## src/rtl/comparator_serial_nbit_pkg.sv

```systemverilog
// Shared definitions for the serial magnitude comparator: FSM encodings,
// slice-count helper and the registered result flag bundle.
package comparator_serial_nbit_pkg;

  localparam logic [1:0] ST_IDLE = 2'd0;
  localparam logic [1:0] ST_RUN  = 2'd1;
  localparam logic [1:0] ST_DONE = 2'd2;

  function automatic int ceil_div(input int n, input int k);
    return (n + k - 1) / k;
  endfunction

  typedef struct packed {
    logic smaller;
    logic equal;
    logic greater;
  } cmp_flags_t;

endpackage

```

## src/rtl/comparator_serial_nbit_if.sv

```systemverilog
// Request/result bundle for comparator_serial_nbit, including FSM state for observation.
interface comparator_serial_nbit_if #(parameter int N = 12);

  // start is a request that is taken only while busy=0 (IDLE or DONE); a, b and
  // signed_mode are sampled on that same edge. done pulses for one cycle and the
  // smaller/equal/greater flags stay valid from then until the next done or reset.
  logic         start;
  logic [N-1:0] a;
  logic [N-1:0] b;
  logic         signed_mode;
  logic         busy;
  logic         done;
  logic         smaller;
  logic         equal;
  logic         greater;
  logic [1:0]   state;

  modport master (
    output start, a, b, signed_mode,
    input  busy, done, smaller, equal, greater, state
  );

  modport slave (
    input  start, a, b, signed_mode,
    output busy, done, smaller, equal, greater, state
  );

endinterface

```

## src/rtl/comparator_nbit.sv

```systemverilog
// Combinational N-bit unsigned magnitude comparator, reused as the per-slice compare.
module comparator_nbit #(
    parameter int N = 4
) (
    input  logic [N-1:0] a,
    input  logic [N-1:0] b,
    output logic         smaller,
    output logic         equal,
    output logic         greater
);

    assign smaller = (a < b);
    assign equal   = (a == b);
    assign greater = (a > b);

endmodule

```

## src/rtl/comparator_serial_nbit.sv

```systemverilog
// Multi-cycle MSB-first magnitude comparator: K bits per clock, optional signed
// mode (offset binary) and optional early exit on the first differing slice.
module comparator_serial_nbit
  import comparator_serial_nbit_pkg::*;
#(
    parameter int N          = 12,
    parameter int K          = 4,
    parameter bit SIGNED_EN  = 1'b1,
    parameter bit EARLY_EXIT = 1'b1
) (
    input  logic                  clk,
    input  logic                  reset,
    comparator_serial_nbit_if.slave bus
);

    localparam int S  = ceil_div(N, K);
    localparam int W  = S * K;
    localparam int CW = $clog2(S + 1);

    logic [1:0]    state;
    logic [W-1:0]  sh_a, sh_b;
    logic [CW-1:0] cnt;
    logic          decided, r_lt, r_gt;
    cmp_flags_t    res;

    logic [N-1:0]  a_in, b_in;
    logic          sl_lt, sl_eq, sl_gt;
    logic          last, fin, nx_lt, nx_gt;

    // Flipping both sign bits maps two's complement onto an order-preserving unsigned range.
    always_comb begin
        a_in = bus.a;
        b_in = bus.b;
        if (SIGNED_EN && bus.signed_mode) begin
            a_in[N-1] = ~bus.a[N-1];
            b_in[N-1] = ~bus.b[N-1];
        end
    end

    comparator_nbit #(.N(K)) u_slice (
        .a       (sh_a[W-1 -: K]),
        .b       (sh_b[W-1 -: K]),
        .smaller (sl_lt),
        .equal   (sl_eq),
        .greater (sl_gt)
    );

    assign last  = (cnt == CW'(S - 1));
    assign fin   = last || (EARLY_EXIT && !sl_eq);
    assign nx_lt = decided ? r_lt : (!sl_eq && sl_lt);
    assign nx_gt = decided ? r_gt : (!sl_eq && sl_gt);

    always_ff @(posedge clk or posedge reset) begin
        if (reset) begin
            state   <= ST_IDLE;
            sh_a    <= '0;
            sh_b    <= '0;
            cnt     <= '0;
            decided <= 1'b0;
            r_lt    <= 1'b0;
            r_gt    <= 1'b0;
            res     <= '0;
        end else begin
            case (state)
                ST_RUN: begin
                    sh_a <= sh_a << K;
                    sh_b <= sh_b << K;
                    cnt  <= cnt + 1'b1;
                    if (!decided && !sl_eq) begin
                        decided <= 1'b1;
                        r_lt    <= sl_lt;
                        r_gt    <= sl_gt;
                    end
                    if (fin) begin
                        state       <= ST_DONE;
                        res.smaller <= nx_lt;
                        res.greater <= nx_gt;
                        res.equal   <= !(nx_lt || nx_gt);
                    end
                end
                default: begin
                    // IDLE and DONE both accept a new request; padding zeros sit below the operands.
                    if (bus.start) begin
                        sh_a    <= W'(a_in) << (W - N);
                        sh_b    <= W'(b_in) << (W - N);
                        cnt     <= '0;
                        decided <= 1'b0;
                        r_lt    <= 1'b0;
                        r_gt    <= 1'b0;
                        state   <= ST_RUN;
                    end else begin
                        state   <= ST_IDLE;
                    end
                end
            endcase
        end
    end

    assign bus.busy    = (state == ST_RUN);
    assign bus.done    = (state == ST_DONE);
    assign bus.smaller = res.smaller;
    assign bus.equal   = res.equal;
    assign bus.greater = res.greater;
    assign bus.state   = state;

endmodule
```

## src/flat_wrapper.sv

```systemverilog
// flat-port wrapper written by rule: the top's interface ports become plain ports
module comparator_serial_nbit_flat import comparator_serial_nbit_pkg::*;
#(
    parameter int N          = 12,
    parameter int K          = 4,
    parameter bit SIGNED_EN  = 1'b1,
    parameter bit EARLY_EXIT = 1'b1
)
  (clk, reset, bus_start, bus_a, bus_b, bus_signed_mode, bus_busy, bus_done, bus_smaller, bus_equal, bus_greater, bus_state);
  comparator_serial_nbit_if #(.N(N)) bus_i ();
  input  logic clk;
  input  logic reset;
  input wire logic [$bits(bus_i.start)-1:0] bus_start;
  input wire logic [$bits(bus_i.a)-1:0] bus_a;
  input wire logic [$bits(bus_i.b)-1:0] bus_b;
  input wire logic [$bits(bus_i.signed_mode)-1:0] bus_signed_mode;
  output wire logic [$bits(bus_i.busy)-1:0] bus_busy;
  output wire logic [$bits(bus_i.done)-1:0] bus_done;
  output wire logic [$bits(bus_i.smaller)-1:0] bus_smaller;
  output wire logic [$bits(bus_i.equal)-1:0] bus_equal;
  output wire logic [$bits(bus_i.greater)-1:0] bus_greater;
  output wire logic [$bits(bus_i.state)-1:0] bus_state;
  assign bus_i.start = bus_start;
  assign bus_i.a = bus_a;
  assign bus_i.b = bus_b;
  assign bus_i.signed_mode = bus_signed_mode;
  assign bus_busy = bus_i.busy;
  assign bus_done = bus_i.done;
  assign bus_smaller = bus_i.smaller;
  assign bus_equal = bus_i.equal;
  assign bus_greater = bus_i.greater;
  assign bus_state = bus_i.state;
  comparator_serial_nbit #(.N(N), .K(K), .SIGNED_EN(SIGNED_EN), .EARLY_EXIT(EARLY_EXIT)) u_core (.clk(clk), .reset(reset), .bus(bus_i));
endmodule
```

## config.mk

```make
export PLATFORM = sky130hd
export DESIGN_NAME = comparator_serial_nbit_flat
export DESIGN_NICKNAME = d
export VERILOG_FILES = /design/src/rtl/comparator_serial_nbit_pkg.sv /design/src/rtl/comparator_serial_nbit_if.sv /design/src/rtl/comparator_nbit.sv /design/src/rtl/comparator_serial_nbit.sv /design/src/flat_wrapper.sv
export SDC_FILE = /design/constraint.sdc
export NUM_CORES = 1
export LEC_CHECK = 0
export BUFFER_PORTS_ARGS = -buffer_cell sky130_fd_sc_hd__buf_2
export CAP_MARGIN = 20
export CORE_MARGIN = 4
export CORE_UTILIZATION = 25
export CTS_CLUSTER_SIZE = 10
export DETAILED_ROUTE_END_ITERATION = 8
export GPL_ROUTABILITY_DRIVEN = 0
export SYNTH_ARGS = -nofsm -noshare
export SYNTH_HDL_FRONTEND = slang
export SYNTH_SLANG_ARGS = --single-unit
```

## constraint.sdc

```tcl
create_clock -name clk -period 4.1 [get_ports clk]
set_input_delay 0.41 -clock clk [delete_from_list [all_inputs] [get_ports clk]]
set_output_delay 0.41 -clock clk [all_outputs]
set_load 0.01 [all_outputs]
```

==> metrics.txt <==
status finished clean; final hold slack about 0.21 ns; crit path max-delay cell type inv_2; post-CTS sizing 0; share of layout cells above drive strength 1 23.44%; Yosys reg bits 34; RSZ-0062 raised after global routing false; drt drc 0; largest net degree at the start of global routing between 40 and 50; CP top delay family buffers and inverters; Setup WS pre-CTS approximately 2.3 ns; Initial Util about a quarter; Lkg Pwr about 0.95 nW; Setup TNS 0 ns; Seq/Total Area, Yosys between 50% and 60%; CTS root buffer clkbuf_8; Startpoint Class register; via count approximately 1200; Post-Syn Area ~1600 um^2; Hold Crit Class input pin to async pin; # rows 29; die height ~89 um; Routed Antenna Nets 0; Synth Net Count roughly 190; CP Capture Point bus_busy; RR Startpoint u_core.bus.state[1]$_DFFE_PP0P_; worst-path cell chain nand2b_4 > inv_2 > buf_2; gr usage total 9.101%; Wirelength per Cell 12.15 um; CP Max Fanout 47; number of synthesized flops with an enable pin 0; Critical Path Stages 3; top_reg_cell synth dfrtp_1; Final Skew approximately 0.005 ns; core area about 6300 um^2; Final setup viols 0; Max clock buf depth 2; first-pass GRT wire length between 5 and 6 mm; fin crit share 48.65%; antenna violations before repair 0; maximum vdd drop 292.2 uV; Max-Slew Margin vs Limit 48.30%; R2R Path End u_core.bus.greater$_DFFE_PP0P_; Ports 35; HPWL Detailed around 2.4 mm; final worst slack roughly 2.1 ns; Critical Path Sink Type output pin; Post-Synthesis Cells about 160; Mean Syn Cell Area ~10 um^2; # fillers around 670; WP data required around 3.7 ns; ys async rst share 100.0%; vias in the first global route roughly 1200; clock sink count 34; vias per inst roughly 4.3; Post-CTS Setup Repair Bufs 0; Reg clk slew, reported paths about 0.070 ns; htree depth 2; max cap viols 0; CP peak stage delay 0.50 ns; FF-to-FF path depth 5; grt ovf 0; CTS tree built; r2r setup slk about 2.3 ns; cts hold-fix bufs 0; Diodes inserted 0; worst skew pair latency roughly 0.28 ns; multi-input combinational cell area roughly 690 um^2; CP Launch Point u_core.bus.state[1]$_DFFE_PP0P_; PortBufs 34; crit path time final ~2 ns; cts bufs inserted 5; Die X ~89 um; Final Net Count 224; final slew viol count 0; first drt pass iteration count 4; synth unique cells 28; Data arrival, critical path 1.58 ns; Power Dens Cells approximately 690 nW/um^2; Max Freq 501.4 MHz; area added between synthesis and finish 18.57%; Die ar. between 7000 and 8000 um^2; Ys Warns 0; initial DRC count 77; FF+latch area approximately 850 um^2; Crit Path Class register to output pin; Post-Route WL between 3 and 4 mm; Critical path buffers and inverters 2; Worst Max-Slew Pin Slew between 0.7 and 0.8 ns; endpoints failing hold 0
-- state kept, by name (all words and copies together), names as in the netlist, 2 cells and up --
| name | cells |
|---|---|
| u_core.sh_a | 12 |
| u_core.sh_b | 12 |
| u_core.bus.state | 2 |
| u_core.cnt | 2 |
-- Yosys cell counts (2+ instances only) --
cell | n | area, um^2
a21oi_1 | 5 | 25.02
clkbuf_1 | 2 | 7.510
xnor2_1 | 2 | 17.52
buf_6 | 2 | 22.52
nor2_1 | 14 | 52.55
dfrtp_1 | 34 | 850.8
o21ai_1 | 2 | 10.01
o21ai_0 | 19 | 95.09
ha_1 | 5 | 62.56
inv_1 | 6 | 22.52
buf_2 | 5 | 25.02
nor2b_1 | 2 | 12.51
mux2i_1 | 23 | 230.2
nand2_1 | 24 | 90.09
-- kinds of logic after synthesis --
| logic type | Yosys count | synth area share, % |
|---|---|---|
| DFF | 34 | 52.19 |
| adders and majority gates | 5 | 3.837 |
| muxes | 23 | 14.12 |
| buffers and inverters | 17 | 5.449 |
| xor gates and xnor gates | 2 | 1.075 |
| AOI/OAI and AO/OA | 33 | 11.44 |
| and+or+nand+nor | 45 | 11.90 |
-- how the worst min path moves through the flow --
stage | start | endpoint | depth (start not counted)
2_1_floorplan | u_core.sh_a[7]$_DFFE_PP0P_ | u_core.sh_a[11]$_DFFE_PP0P_ | 2
3_3_place_gp | u_core.sh_a[0]$_DFFE_PP0P_ | u_core.sh_a[4]$_DFFE_PP0P_ | 2
3_5_place_dp | u_core.sh_a[7]$_DFFE_PP0P_ | u_core.sh_a[11]$_DFFE_PP0P_ | 2
4_1_cts | reset | u_core.cnt[0]$_DFFE_PP0P_ | 3
5_1_grt | reset | u_core.cnt[0]$_DFFE_PP0P_ | 3
6_report | reset | u_core.cnt[0]$_DFFE_PP0P_ | 3
-- report_power, final --
part | switching [mW] | leakage [nW] | internal, mW
clock | 0.112 | 0.0482 | 0.135
sequential | 0.0851 | 0.424 | 0.488
combinational | 0.308 | 0.475 | 0.213
-- layout make-up --
type / count / share of cell area [%]
multi-input cells: 108 / 35.73
flip-flops and latches: 34 / 44.01
clock buffers: 7 / 4.466
clock inverters: 1 / 0.2589
inverters: 7 / 1.359
repair buffers: 35 / 9.191
well taps: 77 / 4.984
-- per-stage QoR --
step                      instance area, um^2  std cells  utilization [%]  power [mW]
after CTS                                1933        269            30.44       1.369
after floorplan                          1630        159                -      0.9957
after detailed placement                 1842        261            29.00       1.110
after global routing                     1933        269            30.44       1.475
after global placement                   1842        261            29.00       1.093
final                                    1933        269            30.44       1.341
-- worst register-to-register path: stages, from the launching register on --
cell and delay [ns]:
dfrtp_1 0.39, nand2b_4 0.16, inv_2 0.50, o21a_1 0.37
nand2_2 0.06, o22a_1 0.19
-- cell usage in the layout (no fill, tap or decap), drive strengths merged --
cell    count
xnor2       2
o211ai      1
nand3       1
a21boi      1
a32o        1
inv         7
mux2i      23
nand4       1
clkinv      1
dfrtp      34
nor2b       2
ha          5
buf        35
a31oi       1
o22a        1
nand2b      1
nor2       14
o21a        1
a41oi       1
a21oi       5
nand2      25
clkbuf      7
o21ai      21
nand3b      1
-- metal layers --
metal  routed length, um  global-route usage [%]  share of wire (%)  vias to the layer above
met3                 161                   3.166                4.9                        2
met4                  24                   4.121               0.73                        0
met1                1644                   11.69                 50                      533
met2                1437                   13.77                 44                       26
li1                    -                       -                  -                      600
met5                   0                       0                  0                        -
Note: power is estimated with default switching activity, not from simulation.
